[src/rtl/sum_display_if.sv]
// Handshake and display bundle between the adder-side master and sum_display.
interface sum_display_if #(
   parameter int W = 5
);
   logic         start;
   logic [W-1:0] sum_in;
   logic         busy;
   logic         done;
   logic [3:0]   bcd_tens;
   logic [3:0]   bcd_ones;
   logic [6:0]   seg;
   logic [3:0]   an;
   logic         dp;

   modport master (
      output start, sum_in,
      input  busy, done, bcd_tens, bcd_ones,
      input  seg, an, dp
   );

   modport slave (
      input  start, sum_in,
      output busy, done, bcd_tens, bcd_ones,
      output seg, an, dp
   );
endinterface

[src/rtl/sum_display.sv]
// Double-dabble BCD conversion of the adder sum and 2-digit multiplexed display.
// Define DP_CARRY_EN to light the ones-slot decimal point from the latched carry bit.
module sum_display #(
   parameter int W            = 5,
   parameter int REFRESH_BITS = 16
) (
   input  logic         clk,
   input  logic         rst_n,
   sum_display_if.slave bus
);

   localparam int CW = $clog2(W + 1);
   localparam logic [CW-1:0] CNT_ONE  = CW'(1);
   localparam logic [CW-1:0] CNT_INIT = CW'(W);
   localparam logic [REFRESH_BITS-1:0] REF_ONE = REFRESH_BITS'(1);

   typedef enum logic {IDLE, SHIFT} state_t;

   state_t                  r_state;
   logic [W-1:0]            r_sh;
   logic [7:0]              r_scr;
   logic [CW-1:0]           r_cnt;
   logic                    r_busy;
   logic                    r_done;
   logic [3:0]              r_tens;
   logic [3:0]              r_ones;
   logic [REFRESH_BITS-1:0] r_refresh;

   logic [7:0]              w_adj;
   logic [7:0]              w_scr_nxt;
   logic                    w_sel_tens;
   logic [3:0]              w_digit;
   logic [3:0]              w_an;
   logic [6:0]              w_seg;
   logic                    w_dp;

   function automatic logic [6:0] f_dec(input logic [3:0] d);
      logic [6:0] s;
      case (d)
         4'd0:    s = 7'b1000000;
         4'd1:    s = 7'b1111001;
         4'd2:    s = 7'b0100100;
         4'd3:    s = 7'b0110000;
         4'd4:    s = 7'b0011001;
         4'd5:    s = 7'b0010010;
         4'd6:    s = 7'b0000010;
         4'd7:    s = 7'b1111000;
         4'd8:    s = 7'b0000000;
         4'd9:    s = 7'b0010000;
         default: s = 7'b1111111;
      endcase
      return s;
   endfunction

   // Add-3 correction precedes the shift so no nibble ever exceeds 9
   always_comb begin
      w_adj[3:0] = (r_scr[3:0] >= 4'd5) ? r_scr[3:0] + 4'd3 : r_scr[3:0];
      w_adj[7:4] = (r_scr[7:4] >= 4'd5) ? r_scr[7:4] + 4'd3 : r_scr[7:4];
      w_scr_nxt  = {w_adj[6:0], r_sh[W-1]};
   end

`ifdef DP_CARRY_EN
   logic r_cap_c;
   logic r_carry;
`endif

   always_ff @(posedge clk or negedge rst_n) begin
      if (!rst_n) begin
         r_state <= IDLE;
         r_sh    <= '0;
         r_scr   <= '0;
         r_cnt   <= '0;
         r_busy  <= 1'b0;
         r_done  <= 1'b0;
         r_tens  <= '0;
         r_ones  <= '0;
`ifdef DP_CARRY_EN
         r_cap_c <= 1'b0;
         r_carry <= 1'b0;
`endif
      end else begin
         r_done <= 1'b0;
         case (r_state)
            IDLE: begin
               if (bus.start) begin
                  r_sh    <= bus.sum_in;
                  r_scr   <= '0;
                  r_cnt   <= CNT_INIT;
                  r_busy  <= 1'b1;
                  r_state <= SHIFT;
`ifdef DP_CARRY_EN
                  r_cap_c <= bus.sum_in[W-1];
`endif
               end
            end
            SHIFT: begin
               r_scr <= w_scr_nxt;
               r_sh  <= {r_sh[W-2:0], 1'b0};
               r_cnt <= r_cnt - CNT_ONE;
               if (r_cnt == CNT_ONE) begin
                  r_tens  <= w_scr_nxt[7:4];
                  r_ones  <= w_scr_nxt[3:0];
                  r_done  <= 1'b1;
                  r_busy  <= 1'b0;
                  r_state <= IDLE;
`ifdef DP_CARRY_EN
                  r_carry <= r_cap_c;
`endif
               end
            end
            default: r_state <= IDLE;
         endcase
      end
   end

   always_ff @(posedge clk or negedge rst_n) begin
      if (!rst_n) r_refresh <= '0;
      else        r_refresh <= r_refresh + REF_ONE;
   end

   // Tens slot is blanked (anode off) when the tens digit is zero
   always_comb begin
      w_sel_tens = r_refresh[REFRESH_BITS-1];
      w_digit    = w_sel_tens ? r_tens : r_ones;
      if (!w_sel_tens) begin
         w_an  = 4'b1110;
         w_seg = f_dec(w_digit);
      end else if (r_tens == 4'd0) begin
         w_an  = 4'b1111;
         w_seg = 7'b1111111;
      end else begin
         w_an  = 4'b1101;
         w_seg = f_dec(w_digit);
      end
`ifdef DP_CARRY_EN
      w_dp = !(r_carry && !w_sel_tens);
`else
      w_dp = 1'b1;
`endif
   end

   assign bus.busy     = r_busy;
   assign bus.done     = r_done;
   assign bus.bcd_tens = r_tens;
   assign bus.bcd_ones = r_ones;
   assign bus.seg      = w_seg;
   assign bus.an       = w_an;
   assign bus.dp       = w_dp;

endmodule

[src/flat_wrapper.sv]
// flat-port wrapper written by rule: the top's interface ports become plain ports
module sum_display_flat 
#(
   parameter int W            = 5,
   parameter int REFRESH_BITS = 16
)
  (clk, rst_n, bus_start, bus_sum_in, bus_busy, bus_done, bus_bcd_tens, bus_bcd_ones, bus_seg, bus_an, bus_dp);
  sum_display_if #(.W(W)) bus_i ();
  input  logic clk;
  input  logic rst_n;
  input wire logic [$bits(bus_i.start)-1:0] bus_start;
  input wire logic [$bits(bus_i.sum_in)-1:0] bus_sum_in;
  output wire logic [$bits(bus_i.busy)-1:0] bus_busy;
  output wire logic [$bits(bus_i.done)-1:0] bus_done;
  output wire logic [$bits(bus_i.bcd_tens)-1:0] bus_bcd_tens;
  output wire logic [$bits(bus_i.bcd_ones)-1:0] bus_bcd_ones;
  output wire logic [$bits(bus_i.seg)-1:0] bus_seg;
  output wire logic [$bits(bus_i.an)-1:0] bus_an;
  output wire logic [$bits(bus_i.dp)-1:0] bus_dp;
  assign bus_i.start = bus_start;
  assign bus_i.sum_in = bus_sum_in;
  assign bus_busy = bus_i.busy;
  assign bus_done = bus_i.done;
  assign bus_bcd_tens = bus_i.bcd_tens;
  assign bus_bcd_ones = bus_i.bcd_ones;
  assign bus_seg = bus_i.seg;
  assign bus_an = bus_i.an;
  assign bus_dp = bus_i.dp;
  sum_display #(.W(W), .REFRESH_BITS(REFRESH_BITS)) u_core (.clk(clk), .rst_n(rst_n), .bus(bus_i));
endmodule
[config.mk]
export PLATFORM = sky130hd
export DESIGN_NAME = sum_display_flat
export DESIGN_NICKNAME = d
export VERILOG_FILES = /design/src/rtl/sum_display_if.sv /design/src/rtl/sum_display.sv /design/src/flat_wrapper.sv
export SDC_FILE = /design/constraint.sdc
export NUM_CORES = 1
export LEC_CHECK = 0
export ABC_AREA = 0
export CAP_MARGIN = 30
export CORE_UTILIZATION = 59
export DETAILED_ROUTE_END_ITERATION = 10
export HOLD_SLACK_MARGIN = 0.06
export PLACE_DENSITY = 0.87
export SLEW_MARGIN = 25
export SYNTH_ARGS = -nofsm -noshare
export SYNTH_HDL_FRONTEND = slang
export SYNTH_SLANG_ARGS = --single-unit
[constraint.sdc]
create_clock -name clk -period 4.3 [get_ports clk]
set_input_delay 0.86 -clock clk [delete_from_list [all_inputs] [get_ports clk]]
set_output_delay 0.86 -clock clk [all_outputs]
set_load 0.01 [all_outputs]
==> out/qor.csv, run 1 <==
stage,metric,value,unit
floorplanning,row_count,22,
sta,drv_slew,0,
sta,post-route-period-util,78.73,%
power_and_ir_drop,p_seq_share,35.7,%
power_and_ir_drop,p_sw,659.6,µW
synthesis,yosysTopAreaCellShare,47.10,%
cts,clock_sinks,43,
cts,cts-htree-levels,2,
sta,setup_viol,0,
run_status,status,completed,
worst_setup_path,cp-startpoint,u_core.r_refresh[15],
floorplanning,core,3689,µm²
placement,placed_area,2540,µm²
finish,antenna_cells,0,
sta,slew_headroom,56.30,%
worst_setup_path,r2r-end,u_core.bus.bcd_tens[2],
global_routing,grtUsageTotal,21.54,%
floorplanning,die_h,64.23,µm
global_routing,grt_max_degree,44,
sta,grt_setup_unrepaired,no,
worst_setup_path,critPathCapture,bus_seg[3],
placement,port_buffers,26,
synthesis,async_reset_ff_share,100.0,%
cts,tritoncts,done,
worst_setup_path,crit_family,buffers and inverters,
route,totalWireLength,3905,µm
synthesis,synthTopCellsByArea,"dfrtp_1 (47%), ha_1 (6.6%), xnor2_1 (4.2%)",
route,num_vias,1609,
sta,max_freq,0.2954,GHz
worst_setup_path,cp_cell_sequence,mux2_2 -> inv_1 -> ha_1 -> nor2_1 -> o21a_1 -> a21oi_1 -> clkdlybuf4s50_1,
finish,finish.instance_area,2641,µm²
synthesis,syn_inst,223,
global_routing,grt_pass1_vias,1511,
synthesis,yosysMostFrequentCell,dfrtp_1,
cts,postCtsHoldBufs,0,
cts,cts_made_buffers,5,
floorplanning,ios,30,
worst_setup_path,startpoint_type,flop,
sta,layout_setup_ws,0.9145,ns
placement,place_ws,1.255,ns
synthesis,synth_seq_cells,43,
route,via_per_inst,5.436,
worst_setup_path,crit_required,3.44,ns
global_routing,grt_antenna_before_repair,0,
cts,post_cts_buffers,0,
finish,drive_gt1_share,9.677,%
power_and_ir_drop,powerDensity,660.2,nW/µm²
worst_setup_path,rrSetupSlack,2.48,ns
placement,dp_cells,287,
synthesis,avgSynthCellArea,10.25,µm²
finish,syn_to_final_growth,15.61,%
worst_setup_path,slowest_stage,dfrtp_1,
power_and_ir_drop,internal-power,1084,µW
synthesis,syn_area,2285,µm²
sta,hold_viol_final,0,
worst_setup_path,path_max_fanout,11,
synthesis,ys_seq_area_share,47.10,%
worst_hold_path,min_path_type,reg2reg,
route,dr.first_iter.drc_count,60,
finish,fin_nets,267,
worst_setup_path,crit_path_end_kind,output port,
floorplanning,die_w,64.23,µm
floorplanning,initial_utilization,61.94,%
cts,ctsResizeCount,0,
route,wire_per_inst,13.19,µm
synthesis,synth.largest_area_cell,dfrtp_1,
power_and_ir_drop,sw_frac_of_total,37.83,%
worst_setup_path,r2r-start,u_core.r_state,
synthesis,synth_edf_count,0,
sta,max_slew.worst_pin.slew,0.6534,ns
worst_setup_path,worstSetupPathType,reg2out,
global_routing,overflow,0,
placement,dpl.hpwl,2783,µm
sta,fin_crit,3.386,ns
synthesis,ys_warn_count,0,
placement,gp_congestion,0.8888,
finish,final_util,71.61,%
finish,layoutNonFillerInstCount,296,
power_and_ir_drop,pwr-share-comb,50.3,%
power_and_ir_drop,clkPwrFrac,14.0,%
global_routing,grt_first_pass_wirelength,6713,µm
route,final_antenna_net_count,0,
cts,cts-root-buf,clkbuf_8,
floorplanning,dieArea,4125,µm²
worst_setup_path,ff2ff_path_depth,5,
cts,clk_latency,0.29,ns
flow_run,max_cap_viol_count,0,
synthesis,ys.flop_type,dfrtp_1,
sta,setup_tns,0,ns
worst_setup_path,crit_buf_inv,2,
power_and_ir_drop,peakVddDrop,0.3891,mV
route,drcViolationCount,0,
worst_setup_path,cp.arrival,2.53,ns
power_and_ir_drop,leakagePower,0.001264,µW
worst_setup_path,crit_cells,7,
route,first_pass_iters,5,
worst_setup_path,max_stage_delay,0.63,ns
sta,fin_worst_skew,0.006962,ns
synthesis,synth_common_cells,"dfrtp_1 (43), nand2_1 (22), a21oi_1 (16), inv_1 (15), nor2_1 (15)",
cts,clk_path_buf_depth,2,
synthesis,ys_types,36,
cts,clk_pin_slew,0.08,ns
[area by class of cell]
type	count	area, µm²
timing repair buffer	27	272.8
inverter	16	60.06
fill	281	1047
sequential	43	1076
multi-input combinational	154	1089
clock buffer	5	68.82
tap	48	60.06
clock inverter	3	15.01
[cell usage in the layout, fill, tap and decap left out, drive strengths merged, types with 4 or more instances in the layout]
cell type       n
a21oi          16
clkbuf          5
nor2           15
mux2i          10
mux2            8
o21ai          12
nand2          22
nand3           5
nand2b          4
inv            16
nor3            6
xnor2          11
a21o            4
xor2            6
ha             12
clkdlybuf4s50  25
dfrtp          43
[per-layer routing]
metal	part of all wire, %	vias up	track usage [%]	wire [µm]
li1	-	788	-	-
met4	2.8	0	12.50	111
met1	46	762	28.01	1808
met5	0	-	0	0
met2	48	46	34.04	1856
met3	3.3	13	3.571	129
[power groups by stage]
stage	clock [µW]	combinational (µW)	sequential [µW]
floorplan	0	551	612
global placement	0	807	646
detailed placement	0	836	656
CTS	253	841	647
global route	267	975	639
finish	244	877	623
[worst min path at each step]
stage,from,to,slack [ns],depth (start not counted)
finish,u_core.r_refresh[0],u_core.r_refresh[0],0.48,1
global route,u_core.r_refresh[13],u_core.r_refresh[13],0.52,1
global placement,u_core.r_refresh[13],u_core.r_refresh[13],0.46,1
CTS,u_core.r_refresh[0],u_core.r_refresh[0],0.48,1
floorplan,u_core.r_refresh[13],u_core.r_refresh[13],0.44,1
detailed placement,u_core.r_refresh[0],u_core.r_refresh[0],0.47,1
[state kept, by name, indices dropped and copies added (netlist names)]
register,cells
u_core.r_sh,5
u_core.bus.bcd_ones,4
u_core.bus.done,1
u_core.r_cnt,3
u_core.r_scr,8
u_core.r_state,1
u_core.bus.busy,1
u_core.r_refresh,16
u_core.bus.bcd_tens,4
[kinds of logic (layout without fill, tap and decap cells)]
| kind of cell | after synthesis | count (layout) | share of synthesized area [%] |
|---|---|---|---|
| compound gates | 39 | 39 | 9.912 |
| xor+xnor | 17 | 17 | 6.517 |
| fa+ha+maj | 12 | 12 | 6.572 |
| buf+inv | 28 | 51 | 5.585 |
| flops | 43 | 43 | 47.10 |
| mux | 18 | 18 | 8.653 |
| other cells | 1 | 3 | 0.1641 |
| simple gates | 65 | 65 | 15.50 |
[stage by stage]
step	total power [µW]	hold slack [ns]
after global routing	1881	0.5168
after floorplan	1163	0.4424
after detailed placement	1492	0.4702
after global placement	1453	0.4594
after CTS	1740	0.4821
final	1744	0.4750
(Power assumes the default switching activity.)
==> run 2: changes to the inputs <==
- CORE_UTILIZATION: 59 -> 55
- PLACE_DENSITY: 0.87 -> 0.82
- clock period: 4.3 -> 3.5 ns (I/O delays scaled with it)
==> run 2 against run 1 <==
Routed wire length is 3.7% lower. Flip-flop and latch count is the same. Core utilization shrank 4.9 points. Sequential share of layout area shrank 0.44 points. Combinational power is 22% higher. Register-to-register slack lost 0.69 ns. Clock skew shrank 0.0028 ns. Count of clock-buffer cells in the layout grew 1. Clock power up 61%. Non-clock buffer count unchanged. Largest cell class unchanged. Largest power group unchanged. Highest routed layer unchanged.
==> out/qor.csv, run 2 (same netlist as run 1, synthesis figures left out) <==
stage,metric,value,unit,change
route,first_pass_iters,4,,-1
sta,drv_slew,0,,unchanged
floorplanning,initial_utilization,57.12,%,-4.8 points
sta,max_slew.worst_pin.slew,0.6295,ns,-0.02397 ns
cts,clk_pin_slew,0.08,ns,about the same
route,drcViolationCount,0,,unchanged
worst_setup_path,crit_required,2.80,ns,-0.64 ns
worst_setup_path,path_max_fanout,11,,unchanged
finish,antenna_cells,0,,unchanged
worst_setup_path,startpoint_type,flop,,
floorplanning,die_h,66.45,µm,+3.5%
global_routing,grt_antenna_before_repair,0,,unchanged
route,totalWireLength,3761,µm,-3.7%
global_routing,grtUsageTotal,20.44,%,-1.1 points
finish,layout_top_registers,"u_core.r_refresh (16), u_core.r_scr (8), u_core.r_sh (5)",,
sta,grt_setup_unrepaired,no,,
worst_setup_path,slowest_stage,dfrtp_1,,
cts,clk_path_buf_depth,2,,unchanged
finish,fin_nets,267,,unchanged
finish,final_common_cell,dfrtp_1,,
power_and_ir_drop,leakagePower,0.001274,µW,+0.82%
cts,tritoncts,done,,
sta,setup_viol,0,,unchanged
route,num_vias,1591,,-1.1%
worst_setup_path,crit_path_end_kind,output port,,
cts,postCtsHoldBufs,0,,unchanged
cts,cts-root-buf,clkbuf_8,,
sta,post-route-period-util,92.76,%,
finish,largest_reg_flops,16,,unchanged
route,via_per_inst,5.339,,-1.8%
run_status,status,completed,,
finish,drive_gt1_share,9.677,%,unchanged
placement,port_buffers,26,,unchanged
placement,gp_congestion,0.9474,,+6.6%
finish,syn_to_final_growth,16.87,%,
worst_setup_path,crit_family,buffers and inverters,,
power_and_ir_drop,peakVddDrop,0.3593,mV,-7.7%
global_routing,grt_pass1_vias,1508,,-0.20%
sta,fin_crit,3.247,ns,
cts,post_cts_buffers,0,,unchanged
cts,cts_made_buffers,5,,unchanged
placement,dpl.hpwl,2753,µm,-1.1%
floorplanning,row_count,23,,+4.5%
sta,setup_tns,0,ns,unchanged
global_routing,overflow,0,,unchanged
global_routing,grt_first_pass_wirelength,6775,µm,+0.92%
sta,fin_worst_skew,0.004127,ns,-0.002835 ns
route,dr.first_iter.drc_count,85,,+42%
route,final_antenna_net_count,0,,unchanged
cts,clk_latency,0.29,ns,about the same
worst_setup_path,crit_buf_inv,2,,unchanged
worst_setup_path,worstSetupPathType,reg2out,,
floorplanning,die_w,66.45,µm,+3.5%
floorplanning,core,4000,µm²,+8.4%
finish,mostFrequentLayoutCells,"dfrtp_1 (43), clkdlybuf4s50_1 (25), nand2_1 (22)",,
power_and_ir_drop,powerDensity,828.7,nW/µm²,+26%
worst_hold_path,min_path_type,in2async,,
global_routing,grt_max_degree,44,,unchanged
cts,cts-htree-levels,2,,unchanged
finish,max_flop_register,u_core.r_refresh,,
power_and_ir_drop,p_total,2213,µW,+27%
route,wire_per_inst,12.62,µm,-4.3%
floorplanning,ios,30,,unchanged
floorplanning,dieArea,4416,µm²,+7.0%
cts,ctsResizeCount,0,,unchanged
worst_setup_path,cp_cell_sequence,mux2_2 -> inv_1 -> ha_1 -> nor2_1 -> o21a_1 -> a21oi_1 -> clkdlybuf4s50_1,,
flow_run,max_cap_viol_count,0,,unchanged
cts,clock_sinks,43,,unchanged
worst_setup_path,cp.arrival,2.55,ns,+0.02 ns
worst_setup_path,max_stage_delay,0.62,ns,about the same
sta,max_freq,0.3080,GHz,
sta,slew_headroom,57.90,%,+1.6 points
sta,hold_viol_final,0,,unchanged
run 2: per-layer routing:
metal  GRT usage (%)  up-vias  wire length (µm)
li1                -      794                 -
met3           3.938        7               141
met1           26.85      750              1794
met4           9.574        0                78
met5               0        -                 0
met2           32.53       40              1746
run 2: through the flow:
stage	hold WS, ns	area [µm²]	utilization (%)	std cells	setup WS (ns)
2_1_floorplan	0.4044	2292	-	225	1.262
3_3_place_gp	0.4655	2550	63.75	290	0.6624
3_5_place_dp	0.4594	2550	63.75	290	0.5601
4_1_cts	0.4799	2668	66.69	298	0.2291
5_1_grt	0.4215	2670	66.75	298	0.08844
6_report	0.3771	2670	66.75	298	0.2533
run 2: area by class of cell:
class,instances,area [µm²]
fillers,331,1330
multi-input cells,154,1089
flip-flops and latches,43,1076
repair buffers,27,265.3
clock buffers,6,82.58
well taps,50,62.56
inverters,16,60.06
clock inverters,2,35.03
run 2: power breakdown:
group          switching, µW  total [µW]  internal [µW]
sequential               111         746            635
clock                    162         393            231
combinational            521        1070            553
total                    794        2210           1420
run 2: path summary, 6_finish.rpt:
check | end | cells past startpoint | slack, ns | startpoint
hold / removal | u_core.bus.busy | 1 | 0.38 | rst_n
hold reg to reg | u_core.r_refresh[0] | 1 | 0.47 | u_core.r_refresh[0]
min in group clk | u_core.r_refresh[0] | 1 | 0.47 | u_core.r_refresh[0]
setup / recovery | bus_seg[3] | 7 | 0.25 | u_core.r_refresh[15]
max in group asynchronous | u_core.r_cnt[1] | 1 | 2.76 | rst_n
setup reg to reg | u_core.bus.bcd_tens[2] | 5 | 1.79 | u_core.r_state
